### src/rtl/tt_um_sum_accumulator.sv
// rtl/tt_um_sum_accumulator.sv - registered multi-channel wrap/saturating adder and accumulator with valid/ready handshake
module tt_um_sum_accumulator #(
    parameter  int WIDTH    = 8,
    parameter  int CHANNELS = 4,
    parameter  int GUARD    = 4,
    localparam int ACC_W    = WIDTH + GUARD,
    localparam int CH_W     = $clog2(CHANNELS)
) (
    input  logic                clk,
    input  logic                rst,
    input  logic                in_valid,
    output logic                in_ready,
    input  logic [WIDTH-1:0]    in_a,
    input  logic [WIDTH-1:0]    in_b,
    input  logic [1:0]          in_mode,
    input  logic [CH_W-1:0]     in_ch,
    output logic                out_valid,
    input  logic                out_ready,
    output logic [ACC_W-1:0]    out_result,
    output logic                out_carry,
    output logic [CH_W-1:0]     out_ch,
    output logic [CHANNELS-1:0] ovf_flags
);

    localparam int SUM_W = WIDTH + 1;
    localparam int NXT_W = ACC_W + 1;

    localparam logic [1:0] MODE_WRAP = 2'b00;
    localparam logic [1:0] MODE_SAT  = 2'b01;
    localparam logic [1:0] MODE_ACC  = 2'b10;
    localparam logic [1:0] MODE_LOAD = 2'b11;

    logic [ACC_W-1:0] acc [CHANNELS];

    logic             accept;
    logic [SUM_W-1:0] sum;
    logic [NXT_W-1:0] nxt;
    logic [ACC_W-1:0] res_d;
    logic             carry_d;

    // The output register is the only buffer: a new beat may enter only when
    // it is empty or being drained in the same cycle.
    assign in_ready = !rst && (!out_valid || out_ready);
    assign accept   = in_valid && in_ready;

    always_comb begin
        sum     = {1'b0, in_a} + {1'b0, in_b};
        nxt     = {1'b0, acc[in_ch]} + NXT_W'(in_a);
        res_d   = '0;
        carry_d = 1'b0;
        case (in_mode)
            MODE_WRAP: begin
                res_d   = ACC_W'(sum[WIDTH-1:0]);
                carry_d = sum[WIDTH];
            end
            MODE_SAT: begin
                res_d   = sum[WIDTH] ? ACC_W'({WIDTH{1'b1}}) : ACC_W'(sum[WIDTH-1:0]);
                carry_d = sum[WIDTH];
            end
            MODE_ACC: begin
                res_d   = nxt[ACC_W-1:0];
                carry_d = nxt[ACC_W];
            end
            MODE_LOAD: begin
                res_d   = ACC_W'(in_a);
                carry_d = 1'b0;
            end
            default: begin
                res_d   = '0;
                carry_d = 1'b0;
            end
        endcase
    end

    always_ff @(posedge clk) begin
        if (rst) begin
            out_valid  <= 1'b0;
            out_result <= '0;
            out_carry  <= 1'b0;
            out_ch     <= '0;
            ovf_flags  <= '0;
            for (int i = 0; i < CHANNELS; i++) begin
                acc[i] <= '0;
            end
        end else if (accept) begin
            out_valid  <= 1'b1;
            out_result <= res_d;
            out_carry  <= carry_d;
            out_ch     <= in_ch;
            if (in_mode == MODE_ACC) begin
                acc[in_ch]       <= nxt[ACC_W-1:0];
                ovf_flags[in_ch] <= ovf_flags[in_ch] | nxt[ACC_W];
            end else if (in_mode == MODE_LOAD) begin
                acc[in_ch]       <= ACC_W'(in_a);
                ovf_flags[in_ch] <= 1'b0;
            end
        end else if (out_ready) begin
            out_valid <= 1'b0;
        end
    end

endmodule

### config.mk
export PLATFORM = sky130hd
export DESIGN_NAME = tt_um_sum_accumulator
export DESIGN_NICKNAME = d
export VERILOG_FILES = /design/src/rtl/tt_um_sum_accumulator.sv
export SDC_FILE = /design/constraint.sdc
export NUM_CORES = 1
export LEC_CHECK = 0
export ABC_CLOCK_PERIOD_IN_PS = 8400
export BUFFER_PORTS_ARGS = -buffer_cell sky130_fd_sc_hd__buf_4
export CAP_MARGIN = 10
export CORE_UTILIZATION = 30
export DETAILED_ROUTE_END_ITERATION = 12
export GPL_ROUTABILITY_DRIVEN = 0
export HOLD_SLACK_MARGIN = 0.1
export SYNTH_ARGS = -nofsm -noshare
export SYNTH_HDL_FRONTEND = slang
export SYNTH_SLANG_ARGS = --single-unit
### constraint.sdc
create_clock -name clk -period 8.4 [get_ports clk]
set_input_delay 1.68 -clock clk [delete_from_list [all_inputs] [get_ports clk]]
set_output_delay 1.68 -clock clk [all_outputs]
set_load 0.02 [all_outputs]
# Word-level counts from Yosys, hierarchy flattened

Memories as Yosys holds them, arrays and structs flattened.
Cells that the tools add are included.

Muxes and demuxes: 27
Add/subtract/negate cells: 2
Bitwise operators: 4
Reduce and logical (&&, ||, !) cells: 12
Magnitude comparators: 2
Equal/unequal tests: 3

Operator list:

| kind               | number |
|---|---|
| $pmux 12 s4        | 1 |
| $mux 12            | 2 |
| $mux 1             | 16 |
| $add 12x8->13      | 1 |
| $reduce_or 12->1   | 1 |
| $add 8x8->9        | 1 |
| $mux 4             | 2 |
| $mux 8             | 1 |
| $and 4x4->4        | 1 |
| $bwmux 4           | 1 |
| $eq 2x2->1 const B | 2 |
| $not 4->4          | 1 |
| $reduce_bool 2->1  | 2 |
| $logic_and 1x1->1  | 3 |
| $lt 2x3->1 const B | 1 |
| $pmux 1 s3         | 1 |
| $bmux 1 s2         | 1 |
| $demux 1 s2        | 1 |
| $eq 2x1->1 const B | 1 |
| $ge 2x1->1 const B | 1 |
| $logic_not 1->1    | 2 |
| $logic_not 2->1    | 1 |
| $mux 2             | 1 |
| $or 1x1->1         | 2 |
| other kinds (3)    | 3 |

Register bits after elaboration: 20
Memories: 1
RAM bits: 48
Bits of input ports: 24
Output and inout bits: 21
Logic and storage cells: 56

Memory list:

| memory | depth | bits a word | rd ports | clocked after Yosys merged registers in | wr ports | line | source |
|---|---|---|---|---|---|---|---|
| acc    | 4     | 12          | 1        | 0                                       | 4        | 33   | `logic [ACC_W-1:0] acc [CHANNELS];` |

# Depth between registers and ports, before layout

Word-level depth: 10
Mapped depth: 12
Gate-level depth less buffers: 10

# Worst setup path before layout

No wires, ideal clock.

Path kind: input port to flip-flop
Start: in in_ch[0]
End: mem acc[0][9] in the netlist's numbering (data pin)
Buffers on the path: 3
Stages on the path: 11
Setup time: 0.266 ns
Arrival time: 4.150 ns
Required time: 8.134 ns
Slack: 3.984 ns
Cell sequence: buf_6 > buf_2 > buf_2 > mux4_2 > ha_1 > a21oi_1 > a21boi_0 > and2_1 > o21ai_1 > xor2_1 > nor2_1

RTL lines:

| element         | line | source |
|---|---|---|
| start, declared | 16   | `input logic [CH_W-1:0] in_ch,` |
| end, declared   | 33   |  |

==> impl_metrics.tcl <==
set metrics [dict create \
    nFillCells 1214 \
    grt_use_total_pct 15.2 \
    finalSetupViolations 0 \
    ys_ff_latch 68 \
    rsz0062_at_grt "no" \
    clockBufferDepth 2 \
    crit_buf_inv 2 \
    grt_pass1_vias 2768 \
    final_hold_viol_count 0 \
    ys_async_sr_fraction_pct 0 \
    layout.nets 426 \
    path_cells "buf_4 > mux4_2 > ha_1 > inv_1 > fa_1 > nor2b_4 > o31a_1 > o32ai_2 > xnor2_1 > nand3_2 > nor3_1" \
    p_switching_uw 232 \
    synth_area_leaders "edfxtp_1 38%, dfxtp_1 11%, mux4_2 7.8%, nor2_1 5.5%, ha_1 5.3%" \
    synth_xor_xnor_area_share_pct 2.79 \
    vias_per_cell 4.93 \
    relSlewSlack_pct 25.9 \
    holdBufCountCts 0 \
    power.share.sequential_pct 42.6 \
    p_per_area_nw_per_um2 198 \
    wirelength_microns 9150 \
    max_stage_delay_ns 0.55 \
    synth_top_area_share_pct 38.2 \
    crit_family "compound AO/OA/AOI/OAI gates" \
    ys_warn_count 0 \
    clock_sinks 68 \
    post-cts-setup-buffer-count 0 \
    peakVddDrop_v 0.0000845 \
    portBuffers 44 \
    synth_top_family_by_area "simple AND/OR/NAND/NOR gates" \
    max_freq_mhz 239 \
    grt_pass1_wl_microns 14600 \
    synth_common_cells "55 x nor2_1, 48 x edfxtp_1, 23 x nand2_1, 22 x a21oi_1, 20 x dfxtp_1" \
    power_frac_comb_pct 17.3 \
    worstPathRequired_ns 8.57 \
    synth_ff_type "edfxtp_1" \
    yosys.area_share.simple_pct 17.1 \
    drtPass1Iterations 5 \
    end_kind "flip-flop" \
    cp-start-kind "primary input" \
    worstHoldPathCells 2 \
    syn_nets 384 \
    final-max-slew-violation-count 0 \
    synth_edf_count 48 \
    antenna_found_initial 0 \
    synth_largest_area_cell "edfxtp_1" \
    final_layout_size_suffix_gt1_share_pct 24.7 \
    fin_crit_ns 4.18 \
    fin_worst_skew_ns 0.00523 \
    synth_seq_area_share_pct 48.8 \
    whs_ns 0.457 \
    tns_ns 0 \
    antenna_cells 0 \
    internal_power_uw 666 \
    syn_area_sq_um 3770 \
    synth.mux.area_fraction_pct 8.29 \
    reg2reg_depth 10 \
    ios 45 \
    die_h_microns 114 \
    avgSynthCellArea_sq_um 11.0 \
    tritoncts "built" \
    die_w_microns 114 \
    die_area_sq_um 13000 \
    finalCritPeriodShare_pct 49.8 \
    placement_rows 40 \
    core-area_sq_um 12100 \
    synth.most_common_cell "nor2_1" \
    cts-htree-levels 3 \
    cp.arrival_ns 4.35 \
    syn2layout_area_growth_pct 20.4 \
    grt_max_degree 24 \
    ant_nets 0 \
    insertion_delay_ns 0.33 \
    synthAdderAreaFrac_pct 6.37 \
    dr_total_vias 2748 \
    cp_slowest_cell "mux4_2" \
    status "completed" \
    postCtsResizedCells 0 \
    dp_hpwl_microns 6890 \
    synth_compound_area_share_pct 13.6 \
    synth.distinct_cells 60 \
    cts_inserted_buffers 9 \
    drcViolationCount 0 \
    p_leak_uw 0.00173 \
    initial_utilization_pct 31.1 \
    switching_share_pct 25.9 \
    crit_fanout 23 \
    clk_pin_slew_ns 0.05 \
    tightest_slew_ns 1.10 \
    grt.overflow.total 0 \
    routedWlPerCell_microns 16.4 \
    path_class "in2reg" \
    first_iter_violations 152 \
    crit_cells 11 \
    cts_root_buf "clkbuf_16" \
    postSynthCellCount 342 \
    maxCapViolations 0 \
    clockPowerShare_pct 40.1 \
    worstHoldPathType "reg2reg" \
]
## tightest hold or removal path, delay by kind of cell (launching register included)
| kind | cells | cell delay, ns |
|---|---|---|
| flip-flops | 1 | 0.31 |
| AND/OR/NAND/NOR | 2 | 0.09 |
## metrics by stage
stage / util, % / instance area [sq um] / setup WS (ns) / power (uW) / instances
floorplan: - / 3770 / 3.98 / 494 / 342
global placement: 35.1 / 4260 / 3.93 / 543 / 541
detailed placement: 35.1 / 4260 / 3.85 / 545 / 541
CTS: 37.5 / 4540 / 4.19 / 904 / 557
global route: 37.5 / 4540 / 4.04 / 936 / 557
finish: 37.5 / 4540 / 4.22 / 898 / 557
## cell type report
type	count	area [sq um]	share of cell area, %
repair buffers	46	345	7.61
inverters	11	41.3	0.910
clock buffers	10	229	5.04
flip-flops and latches	68	1840	40.6
clock inverters	6	55.1	1.21
well taps	168	210	4.63
multi-input cells	248	1820	40.0
## final timing paths
kind | from | end | slack (ns)
hold reg to reg | out_result[8]$_SDFFE_PP0N_ | out_result[8]$_SDFFE_PP0N_ | 0.46
hold / removal | out_result[8]$_SDFFE_PP0N_ | out_result[8]$_SDFFE_PP0N_ | 0.46
setup / recovery | in_ch[0] | acc[0][8]$_SDFFCE_PN0P_ | 4.22
setup reg to reg | acc[3][0]$_DFFE_PP_ | acc[0][8]$_SDFFCE_PN0P_ | 5.60
## cell usage in the layout, fill, tap and decap left out, drive strengths merged, types with 11 or more instances in the layout
| master | count |
|---|---|
| buf | 46 |
| inv | 11 |
| nand2 | 24 |
| mux4 | 13 |
| ha | 16 |
| o21ai | 25 |
| edfxtp | 48 |
| dfxtp | 20 |
| nor2 | 57 |
| a21oi | 22 |
## kinds of logic (layout without fill, tap and decap cells)
| family | count (synthesis) | count (layout) |
|---|---|---|
| AOI/OAI and AO/OA | 76 | 76 |
| xor gates and xnor gates | 9 | 9 |
| adders and majority gates | 18 | 18 |
| buffers and inverters | 26 | 73 |
| DFF | 68 | 68 |
| muxes | 15 | 15 |
| and+or+nand+nor | 130 | 130 |
## sequential cells by signal, summed over array words and instances, names as in the netlist
name and count:
out_result 12, ovf_flags 4, out_carry 1, out_valid 1
acc 48, out_ch 2
## per-layer routing
metal  GRT usage (%)  wire [microns]  part of all wire [%]  vias up
li1                -               -                     -     1345
met1            18.8            4050                    44     1319
met2            25.2            4540                    50       63
met3            3.60             278                   3.0       21
met4            7.10             281                   3.1        0
met5               0               0                     0        -
## power by group through the flow
stage	combinational (uW)	sequential, uW	clock [uW]
2_1_floorplan	99.1	395	0
3_5_place_dp	155	390	0
5_1_grt	169	385	382
3_3_place_gp	154	390	0
4_1_cts	156	383	364
6_report	155	383	360
(Power assumes the default switching activity.)
